[config.mk]
export PLATFORM = sky130hd
export DESIGN_NAME = pwm_peripheral
export DESIGN_NICKNAME = d
export VERILOG_FILES = /design/src/rtl/pwm_pkg.sv /design/src/rtl/pwm_timebase.sv /design/src/rtl/pwm_peripheral.sv
export SDC_FILE = /design/constraint.sdc
export NUM_CORES = 1
export LEC_CHECK = 0
export CAP_MARGIN = 20
export CORE_UTILIZATION = 43
export CTS_BUF_LIST = sky130_fd_sc_hd__clkbuf_8
export DETAILED_ROUTE_END_ITERATION = 8
export GPL_ROUTABILITY_DRIVEN = 0
export MAX_ROUTING_LAYER = met4
export PLACE_DENSITY = 0.84
export SETUP_SLACK_MARGIN = 0.3
export SYNTH_ARGS = -nofsm -noshare
export SYNTH_HDL_FRONTEND = slang
export SYNTH_SLANG_ARGS = --single-unit
[constraint.sdc]
create_clock -name clk -period 2.2 [get_ports clk]
set_input_delay 0.22 -clock clk [delete_from_list [all_inputs] [get_ports clk]]
set_output_delay 0.22 -clock clk [all_outputs]
set_load 0.03 [all_outputs]
[src/rtl/pwm_pkg.sv]
// Shared constants for the PWM peripheral and its SPI register block: register map,
// default divider, full-scale duty value and the per-pin output mux helper.
package pwm_pkg;

    localparam int         CLK_DIV_DEFAULT  = 13;
    localparam int         PWM_BITS_DEFAULT = 8;
    localparam int         NUM_PINS         = 16;
    localparam logic [7:0] PWM_DUTY_FULL    = 8'hFF;

    // Register addresses shared with the SPI register block.
    typedef enum logic [2:0] {
        REG_EN_OUT_LO = 3'd1,
        REG_EN_OUT_HI = 3'd2,
        REG_EN_PWM_LO = 3'd3,
        REG_EN_PWM_HI = 3'd4,
        REG_DUTY      = 3'd5
    } pwm_reg_e;

    typedef struct packed {
        logic [NUM_PINS-1:0] oe;
        logic [NUM_PINS-1:0] pe;
    } pin_cfg_t;

    // A disabled pin is low whatever its mode bit says.
    function automatic logic [NUM_PINS-1:0] pin_drive(input pin_cfg_t cfg, input logic level);
        return cfg.oe & (~cfg.pe | {NUM_PINS{level}});
    endfunction

endpackage

[src/rtl/pwm_timebase.sv]
// PWM timebase: clock prescaler and free-running PWM counter.
// wrap flags the step that moves the counter from its maximum back to zero.
module pwm_timebase import pwm_pkg::*; #(
    parameter int CLK_DIV  = CLK_DIV_DEFAULT,
    parameter int PWM_BITS = PWM_BITS_DEFAULT
) (
    input  logic                clk,
    input  logic                rst_n,
    output logic [PWM_BITS-1:0] cnt,
    output logic                wrap
);

    localparam int                PS_W    = (CLK_DIV > 1) ? $clog2(CLK_DIV) : 1;
    localparam logic [PS_W-1:0]   PS_LAST = PS_W'(CLK_DIV - 1);
    localparam logic [PWM_BITS-1:0] CNT_MAX = {PWM_BITS{1'b1}};

    logic [PS_W-1:0] prescaler;
    logic            step;

    // With CLK_DIV=1 the prescaler is stuck at 0 and step is permanently high.
    assign step = (prescaler == PS_LAST);
    assign wrap = step && (cnt == CNT_MAX);

    always_ff @(posedge clk or negedge rst_n) begin
        if (!rst_n) begin
            prescaler <= '0;
            cnt       <= '0;
        end else begin
            prescaler <= step ? '0 : prescaler + PS_W'(1);
            if (step)
                cnt <= cnt + PWM_BITS'(1);
        end
    end

endmodule

[src/rtl/pwm_peripheral.sv]
// 16-pin PWM peripheral: each pin off, static on, or driven by one shared duty compare.
// Define PWM_DUTY_SHADOW_EN to latch duty only at period start (glitch-free updates).
module pwm_peripheral import pwm_pkg::*; #(
    parameter int CLK_DIV  = CLK_DIV_DEFAULT,
    parameter int PWM_BITS = PWM_BITS_DEFAULT
) (
    input  logic                clk,
    input  logic                rst_n,
    input  logic [7:0]          en_out_lo,
    input  logic [7:0]          en_out_hi,
    input  logic [7:0]          en_pwm_lo,
    input  logic [7:0]          en_pwm_hi,
    input  logic [PWM_BITS-1:0] duty,
    output logic [NUM_PINS-1:0] pwm_out,
    output logic                period_start
);

    logic [PWM_BITS-1:0] pwm_cnt;
    logic [PWM_BITS-1:0] duty_active;
    logic                wrap;
    logic                pwm_level;
    pin_cfg_t            cfg;

    pwm_timebase #(
        .CLK_DIV  (CLK_DIV),
        .PWM_BITS (PWM_BITS)
    ) u_timebase (
        .clk   (clk),
        .rst_n (rst_n),
        .cnt   (pwm_cnt),
        .wrap  (wrap)
    );

`ifdef PWM_DUTY_SHADOW_EN
    // Loaded on the wrap step so the new value is in place when pwm_cnt reads 0.
    always_ff @(posedge clk or negedge rst_n) begin
        if (!rst_n)
            duty_active <= '0;
        else if (wrap)
            duty_active <= duty;
    end
`else
    assign duty_active = duty;
`endif

    assign cfg.oe = {en_out_hi, en_out_lo};
    assign cfg.pe = {en_pwm_hi, en_pwm_lo};

    // 0xFF is special-cased so full scale is truly 100%, not 255/256.
    assign pwm_level = (duty_active == PWM_DUTY_FULL) || (pwm_cnt < duty_active);

    always_ff @(posedge clk or negedge rst_n) begin
        if (!rst_n) begin
            pwm_out      <= '0;
            period_start <= 1'b0;
        end else begin
            pwm_out      <= pin_drive(cfg, pwm_level);
            period_start <= wrap;
        end
    end

endmodule
==> flow_summary_export.csv, run 1 <==
group,metric,value,unit
die,fp.dieW,58.2,um
worst_setup_path,r2r_cells,6,
final_layout,final_layout_size_suffix_gt1_frac,0.169,
global_route,overflow,0,
die,rows,20,
routing,routed_wl,3.20,mm
final_layout,final_core_util,0.720,
synth,synth_largest_area_cell,"dfrtp_1",
global_route,met2_usage,0.315,
timing,slew_headroom,0.760,
timing,setup_tns,0,ps
clock_network,clockBufferDepth,2,
routing,vias,1074,
clock_network,cts-root-buf,"clkbuf_8",
timing,finalCritPeriodShare,0.826,
pwr,power_frac_clock,0.435,
final_layout,nNetsFinal,223,
die,initial_core_util,0.449,
routing,antenna_left,0,
placed_design,portBuffers,58,
die,dieArea,3390,um^2
clock_network,clk_pin_slew_worst_paths,70,ps
synth,synth.distinct_cells,27,
placed_design,place_inst,207,
clock_network,htreeDepth,2,
synth,synthTopCellsByArea,"dfrtp_1 53%, ha_1 9.2%, a21boi_2 8.3%",
worst_setup_path,r2r-end,"pwm_out[7]",
final_layout,final-instance-count-excl-fill,216,
timing,worst_slew_pin_slew,360,ps
worst_setup_path,slowest_delay,490,ps
final_layout,syn2layout_area_growth,60.3,%
synth,synth-edff-count,0,
pwr,swShare,0.223,
clock_network,post-cts-setup-buffer-count,0,
timing,slew_violations,0,
pwr,p_seq_frac,0.419,
pwr,p_comb_frac,0.145,
synth,postSynthAreaPerCell,13.0,um^2
worst_setup_path,cp.arrival,1980,ps
worst_setup_path,required,2370,ps
pwr,power_switching,0.293,mW
die,io_pins,59,
worst_setup_path,crit_fanout,8,
synth,netlist_area,1360,um^2
clock_network,cts.sinks,29,
timing,hold_viol,0,
global_route,first_global_vias,1133,
die,die_h,58.2,um
routing,drc,0,
synth,syn-num-nets,157,
die,core_area,3030,um^2
timing,rsz0062_at_grt,"no",
worst_setup_path,critPathKind,"primary input to flip-flop",
outcome,status,"complete, no violations",
clock_network,cts-buffers-inserted,5,
clock_network,cts_tree,"built",
worst_setup_path,slowest_stage,"clkdlybuf4s50_1",
worst_setup_path,r2r-start,"u_timebase.cnt[5]",
pwr,power.density,604,nW/um^2
synth,yosysMostFrequentCell,"dfrtp_1",
run,drv_cap,0,
synth,synthCells,105,
synth,ys.flop_type,"dfrtp_1",
placed_design,place.detailed.hpwl,2.25,mm
timing,finalCriticalPeriod,1820,ps
global_route,met1_usage,0.236,
worst_setup_path,reg2reg_slack,410,ps
timing,fin_worst_skew,9.01,ps
worst_setup_path,start_kind,"primary input",
clock_network,clk_latency,290,ps
worst_setup_path,endpoint_kind,"flip-flop",
synth,synth_common_cells,"29 x dfrtp_1, 10 x a21boi_2, 10 x ha_1, 10 x inv_1",
routing,drtIter0Drc,24,
global_route,grt_pass1_wl,4.85,mm
clock_network,holdBufCountCts,0,
global_route,grt_most_used_layer,"met2",
timing,whs,307,ps
synth,yosysSeqAreaShare,0.534,
pwr,p_total,1.32,mW
timing,max_freq,551,MHz
routing,dr.pass1.iters,4,
min_path,worstHoldPathType,"primary input to asynchronous set/reset pin",
pwr,internal-power,1.02,mW
synth,synth_top_cell_area_share,0.534,
synth,synth-seq-cells,29,
routing,detail_route.vias_per_cell,4.97,
worst_setup_path,crit_chain,"clkdlybuf4s50_1 -> inv_1 -> ha_1 -> and4_1 -> o21ai_2 -> o32ai_4 -> clkbuf_16 -> a21boi_2",
global_route,grt_antenna_before_repair,0,
final_layout,num_antenna_cells,0,
routing,detail_route.wl_per_cell,14.8,um
global_route,grtUsageMet3,0.0714,
global_route,grt_start_max_net_pins,30,
global_route,grtUsageTotal,0.206,
pwr,leakage,0.947,nW
pwr,ir_drop,0.000471,V
synth,ys_warn_count,0,
timing,setup_viol,0,
synth,async_flop_share,1.00,
==> registers in the layout, indices dropped and copies added (netlist names) <==
| name | count |
|---|---|
| pwm_out | 16 |
| u_timebase.cnt | 8 |
| u_timebase.prescaler | 4 |
| period_start | 1 |
==> logic make-up (layout without fill, tap and decap cells) <==
family / Yosys count / in the layout / synth area share
DFF: 29 / 29 / 0.534
AOI/OAI and AO/OA: 26 / 26 / 0.196
and+or+nand+nor: 19 / 19 / 0.0791
buffers and inverters: 12 / 79 / 0.0396
adders and majority gates: 10 / 10 / 0.0920
xor gates and xnor gates: 8 / 8 / 0.0515
muxes: 1 / 1 / 0.00828
==> repair_timing <==
item | 4_1_cts | 5_1_grt
endpoints found under the hold margin | 0 | 0
endpoints found under the setup margin | 0 | 6
resized for setup | 0 | 4
==> power by group through the flow <==
stage / Sequential [mW] / Combinational (mW) / Clock (mW)
after global routing: 0.553 / 0.203 / 0.600
after floorplan: 0.595 / 0.0289 / 0
after detailed placement: 0.563 / 0.187 / 0
after CTS: 0.553 / 0.189 / 0.572
after global placement: 0.562 / 0.182 / 0
final: 0.552 / 0.191 / 0.574
==> worst max-delay path, delay by kind of cell <==
| family | cells | cell delay, ps |
|---|---|---|
| compound gates | 3 | 470 |
| buf+inv | 3 | 780 |
| fa+ha+maj | 1 | 290 |
| simple gates | 1 | 210 |
==> metrics by stage <==
| step | setup WS [ps] | area [um^2] |
|---|---|---|
| 2_1_floorplan | 529 | 1360 |
| 3_3_place_gp | 171 | 2010 |
| 3_5_place_dp | 74.6 | 2010 |
| 4_1_cts | 358 | 2120 |
| 5_1_grt | 318 | 2180 |
| 6_report | 384 | 2180 |
==> cell type report <==
type / instances / area, um^2
Fill cell: 211 / 847
Sequential cell: 29 / 726
Timing Repair Buffer: 61 / 633
Multi-Input combinational cell: 64 / 613
Clock buffer: 6 / 82.6
Tap cell: 44 / 55.1
Inverter: 10 / 37.5
Clock inverter: 2 / 33.8
==> worst max-delay path by stage <==
stage                      startpoint          end  slack [ps]  depth (start not counted)
floorplan           u_timebase.cnt[6]  pwm_out[10]         530                          6
global placement              duty[6]   pwm_out[2]         170                          8
detailed placement            duty[6]   pwm_out[3]          70                          8
CTS                           duty[6]   pwm_out[3]         360                          8
global route                  duty[1]   pwm_out[3]         320                          7
finish                        duty[5]   pwm_out[7]         380                          8
==> placed cells by master, fill, tap and decap left out, drive strengths merged <==
master | Yosys | final
a41o | 1 | 1
ha | 10 | 10
xnor2 | 5 | 5
clkdlybuf4s50 | 0 | 58
a21oi | 2 | 2
nor2 | 6 | 6
a21boi | 16 | 16
mux2 | 1 | 1
o41ai | 1 | 1
inv | 10 | 11
bufinv | 0 | 1
dfrtp | 29 | 29
clkbuf | 0 | 7
nand2b | 1 | 1
a2111oi | 1 | 1
and3 | 2 | 2
o32ai | 1 | 1
nand2 | 3 | 3
and4 | 2 | 2
nand4 | 3 | 3
xor2 | 3 | 3
o21a | 1 | 1
a21o | 1 | 1
nand3 | 2 | 2
buf | 2 | 2
o21ai | 2 | 2
==> layer usage <==
metal  part of all wire  vias up
met1               0.41      512
li1                   -      494
met2               0.49       58
met3              0.076       10
met4              0.024        0
met5                  0        -
No activity file was read; power rests on OpenSTA's default activity.
==> inputs of run 2 (changes only) <==
Settings changed: CORE_UTILIZATION 43 to 39, PLACE_DENSITY 0.84 to 0.81.
Clock period 2.2 ns to 1.5 ns, I/O delays scaled along.
==> run 2 against run 1 <==
Net effect:
- the run now ends with setup timing left
- count of clock-buffer cells in the layout is the same
- die area grew 9.9%
- sequential share of layout area fell by 4.6 points
- wire length grew 11%
- combinational power grew 43%
- final area rose by 16%
- clock power increased by 10%
- sequential power is 47% higher
- critical path depth decreased by 1
- worst hold slack lost 58 ps
- non-clock buffer count increased by 25
==> flow_summary_export.csv, run 2 (synthesis gave the netlist of run 1 again) <==
group,metric,value,unit
outcome,status,"complete, but fails checks",
outcome,violations,"setup timing",
global_route,grt_antenna_before_repair,0,
routing,vias,1172,
final_layout,final_core_util,0.758,
worst_setup_path,required,1700,ps
timing,slew_headroom,0.755,
final_layout,num_antenna_cells,0,
worst_setup_path,critPathKind,"flip-flop to flip-flop",
worst_setup_path,r2r-end,"pwm_out[3]",
final_layout,largest_register_ffs,16,
worst_setup_path,start_kind,"flip-flop",
pwr,ir_drop,0.000584,V
routing,detail_route.vias_per_cell,4.84,
clock_network,clockBufferDepth,2,
routing,routed_wl,3.56,mm
clock_network,cts.sinks,29,
timing,rsz0062_at_grt,"yes",
die,io_pins,59,
global_route,grt_start_max_net_pins,30,
die,initial_core_util,0.408,
clock_network,cts_tree,"built",
routing,dr.pass1.iters,3,
pwr,power.density,680,nW/um^2
worst_setup_path,r2r-start,"u_timebase.cnt[7]",
final_layout,final_common_cell,"clkdlybuf4s50_1",
routing,drtIter0Drc,21,
final_layout,fin_area,2530,um^2
run,drv_cap,0,
timing,max_freq,596,MHz
placed_design,portBuffers,58,
routing,drc,0,
worst_setup_path,r2r_cells,7,
timing,finalCriticalPeriod,1680,ps
timing,finalCritPeriodShare,1.12,
global_route,grtUsageTotal,0.228,
final_layout,nNetsFinal,248,
final_layout,final_layout_size_suffix_gt1_frac,0.403,
die,dieArea,3730,um^2
global_route,overflow,0,
clock_network,cts-root-buf,"clkbuf_8",
timing,hold_viol,0,
timing,fin_worst_skew,5.67,ps
final_layout,largestRegisters,"pwm_out (16), u_timebase.cnt (8), u_timebase.prescaler (4)",
timing,worst_slew_pin_slew,368,ps
timing,finalWorstSetupSlack,-178,ps
worst_setup_path,crit_fanout,8,
worst_setup_path,cp-startpoint,"u_timebase.cnt[7]",
final_layout,top_register,"pwm_out",
clock_network,cts-buffers-inserted,5,
clock_network,holdBufCountCts,0,
routing,detail_route.wl_per_cell,14.7,um
die,fp.dieW,61.1,um
global_route,grt_pass1_wl,5.57,mm
worst_setup_path,reg2reg_slack,-180,ps
final_layout,num-fill-cells,224,
pwr,leakage,1.15,nW
clock_network,clk_latency,280,ps
worst_setup_path,cp.arrival,1880,ps
final_layout,layout.cells.most_common_list,"39 x clkdlybuf4s50_1, 29 x dfrtp_1, 20 x buf_4",
worst_setup_path,endpoint_kind,"flip-flop",
die,core_area,3340,um^2
global_route,first_global_vias,1283,
clock_network,htreeDepth,2,
final_layout,syn2layout_area_growth,85.9,%
die,rows,21,
placed_design,dpl-instance-area,2130,um^2
placed_design,place.detailed.hpwl,2.43,mm
worst_setup_path,cp-endpoint,"pwm_out[3]",
routing,antenna_left,0,
timing,slew_violations,0,
timing,setup_viol,16,
min_path,worstHoldPathType,"primary input to asynchronous set/reset pin",
clock_network,clk_pin_slew_worst_paths,60,ps
die,die_h,61.1,um
-- run 2: worst min-delay path by stage --
stage,startpoint,depth (start not counted),end,slack (ps)
2_1_floorplan,rst_n,0,period_start,-150
3_3_place_gp,u_timebase.prescaler[3],1,u_timebase.prescaler[3],460
3_5_place_dp,u_timebase.prescaler[3],1,u_timebase.prescaler[3],490
4_1_cts,rst_n,2,u_timebase.prescaler[1],260
5_1_grt,rst_n,2,u_timebase.prescaler[1],300
6_report,rst_n,2,pwm_out[5],250
-- run 2: worst max-delay path, stage by stage (launching register included) --
cell and delay, ps:
dfrtp_1 410, ha_4 260, a41o_1 230, a21oi_2 150
o32ai_4 120, buf_12 150, buf_12 130, a21boi_2 150
-- run 2: metrics by stage --
step / power, mW / instances / hold WS [ps] / worst slack [ps] / setup TNS (ps)
3_5_place_dp: 1.11 / 218 / 488 / -550 / -7430
2_1_floorplan: 0.918 / 105 / -146 / -134 / -1460
5_1_grt: 1.80 / 242 / 302 / -225 / -3450
6_report: 1.72 / 242 / 248 / -178 / -2600
4_1_cts: 1.73 / 240 / 259 / -181 / -2650
3_3_place_gp: 1.10 / 218 / 464 / -426 / -6410
-- run 2: metal layers --
metal	routed length (um)	part of all wire	global-route usage
met5	0	0	-
met4	66	0.019	0.0974
met3	239	0.067	0.0945
met2	1960	0.55	0.402
met1	1300	0.37	0.217
-- run 2: what timing repair did --
item                       4_1_cts  5_1_grt
hold endpoints to repair         0        0
pin swaps                       14        7
buffers inserted                14        2
gates resized for setup         48       17
setup endpoints to repair       41       31
cloned                           1        0
-- run 2: cell type report --
type,instances,area (um^2),area share
clock buffers,6,82.6,0.0327
clock inverters,1,3.75,0.00148
inverters,10,37.5,0.0148
multi-input cells,64,782,0.309
flip-flops and latches,29,726,0.287
well taps,46,57.6,0.0228
repair buffers,86,840,0.332
-- run 2: power breakdown --
part	switching, mW	leakage, nW	internal, mW
logic	0.121	0.751	0.153
registers	0.00548	0.348	0.805
clock network	0.278	0.0485	0.356
==> inputs of run 3 (changes only) <==
Settings changed: CAP_MARGIN 20 to not set.
==> results of run 3 <==
No change in the layout: final DEF, timing and power equal those of run 2.
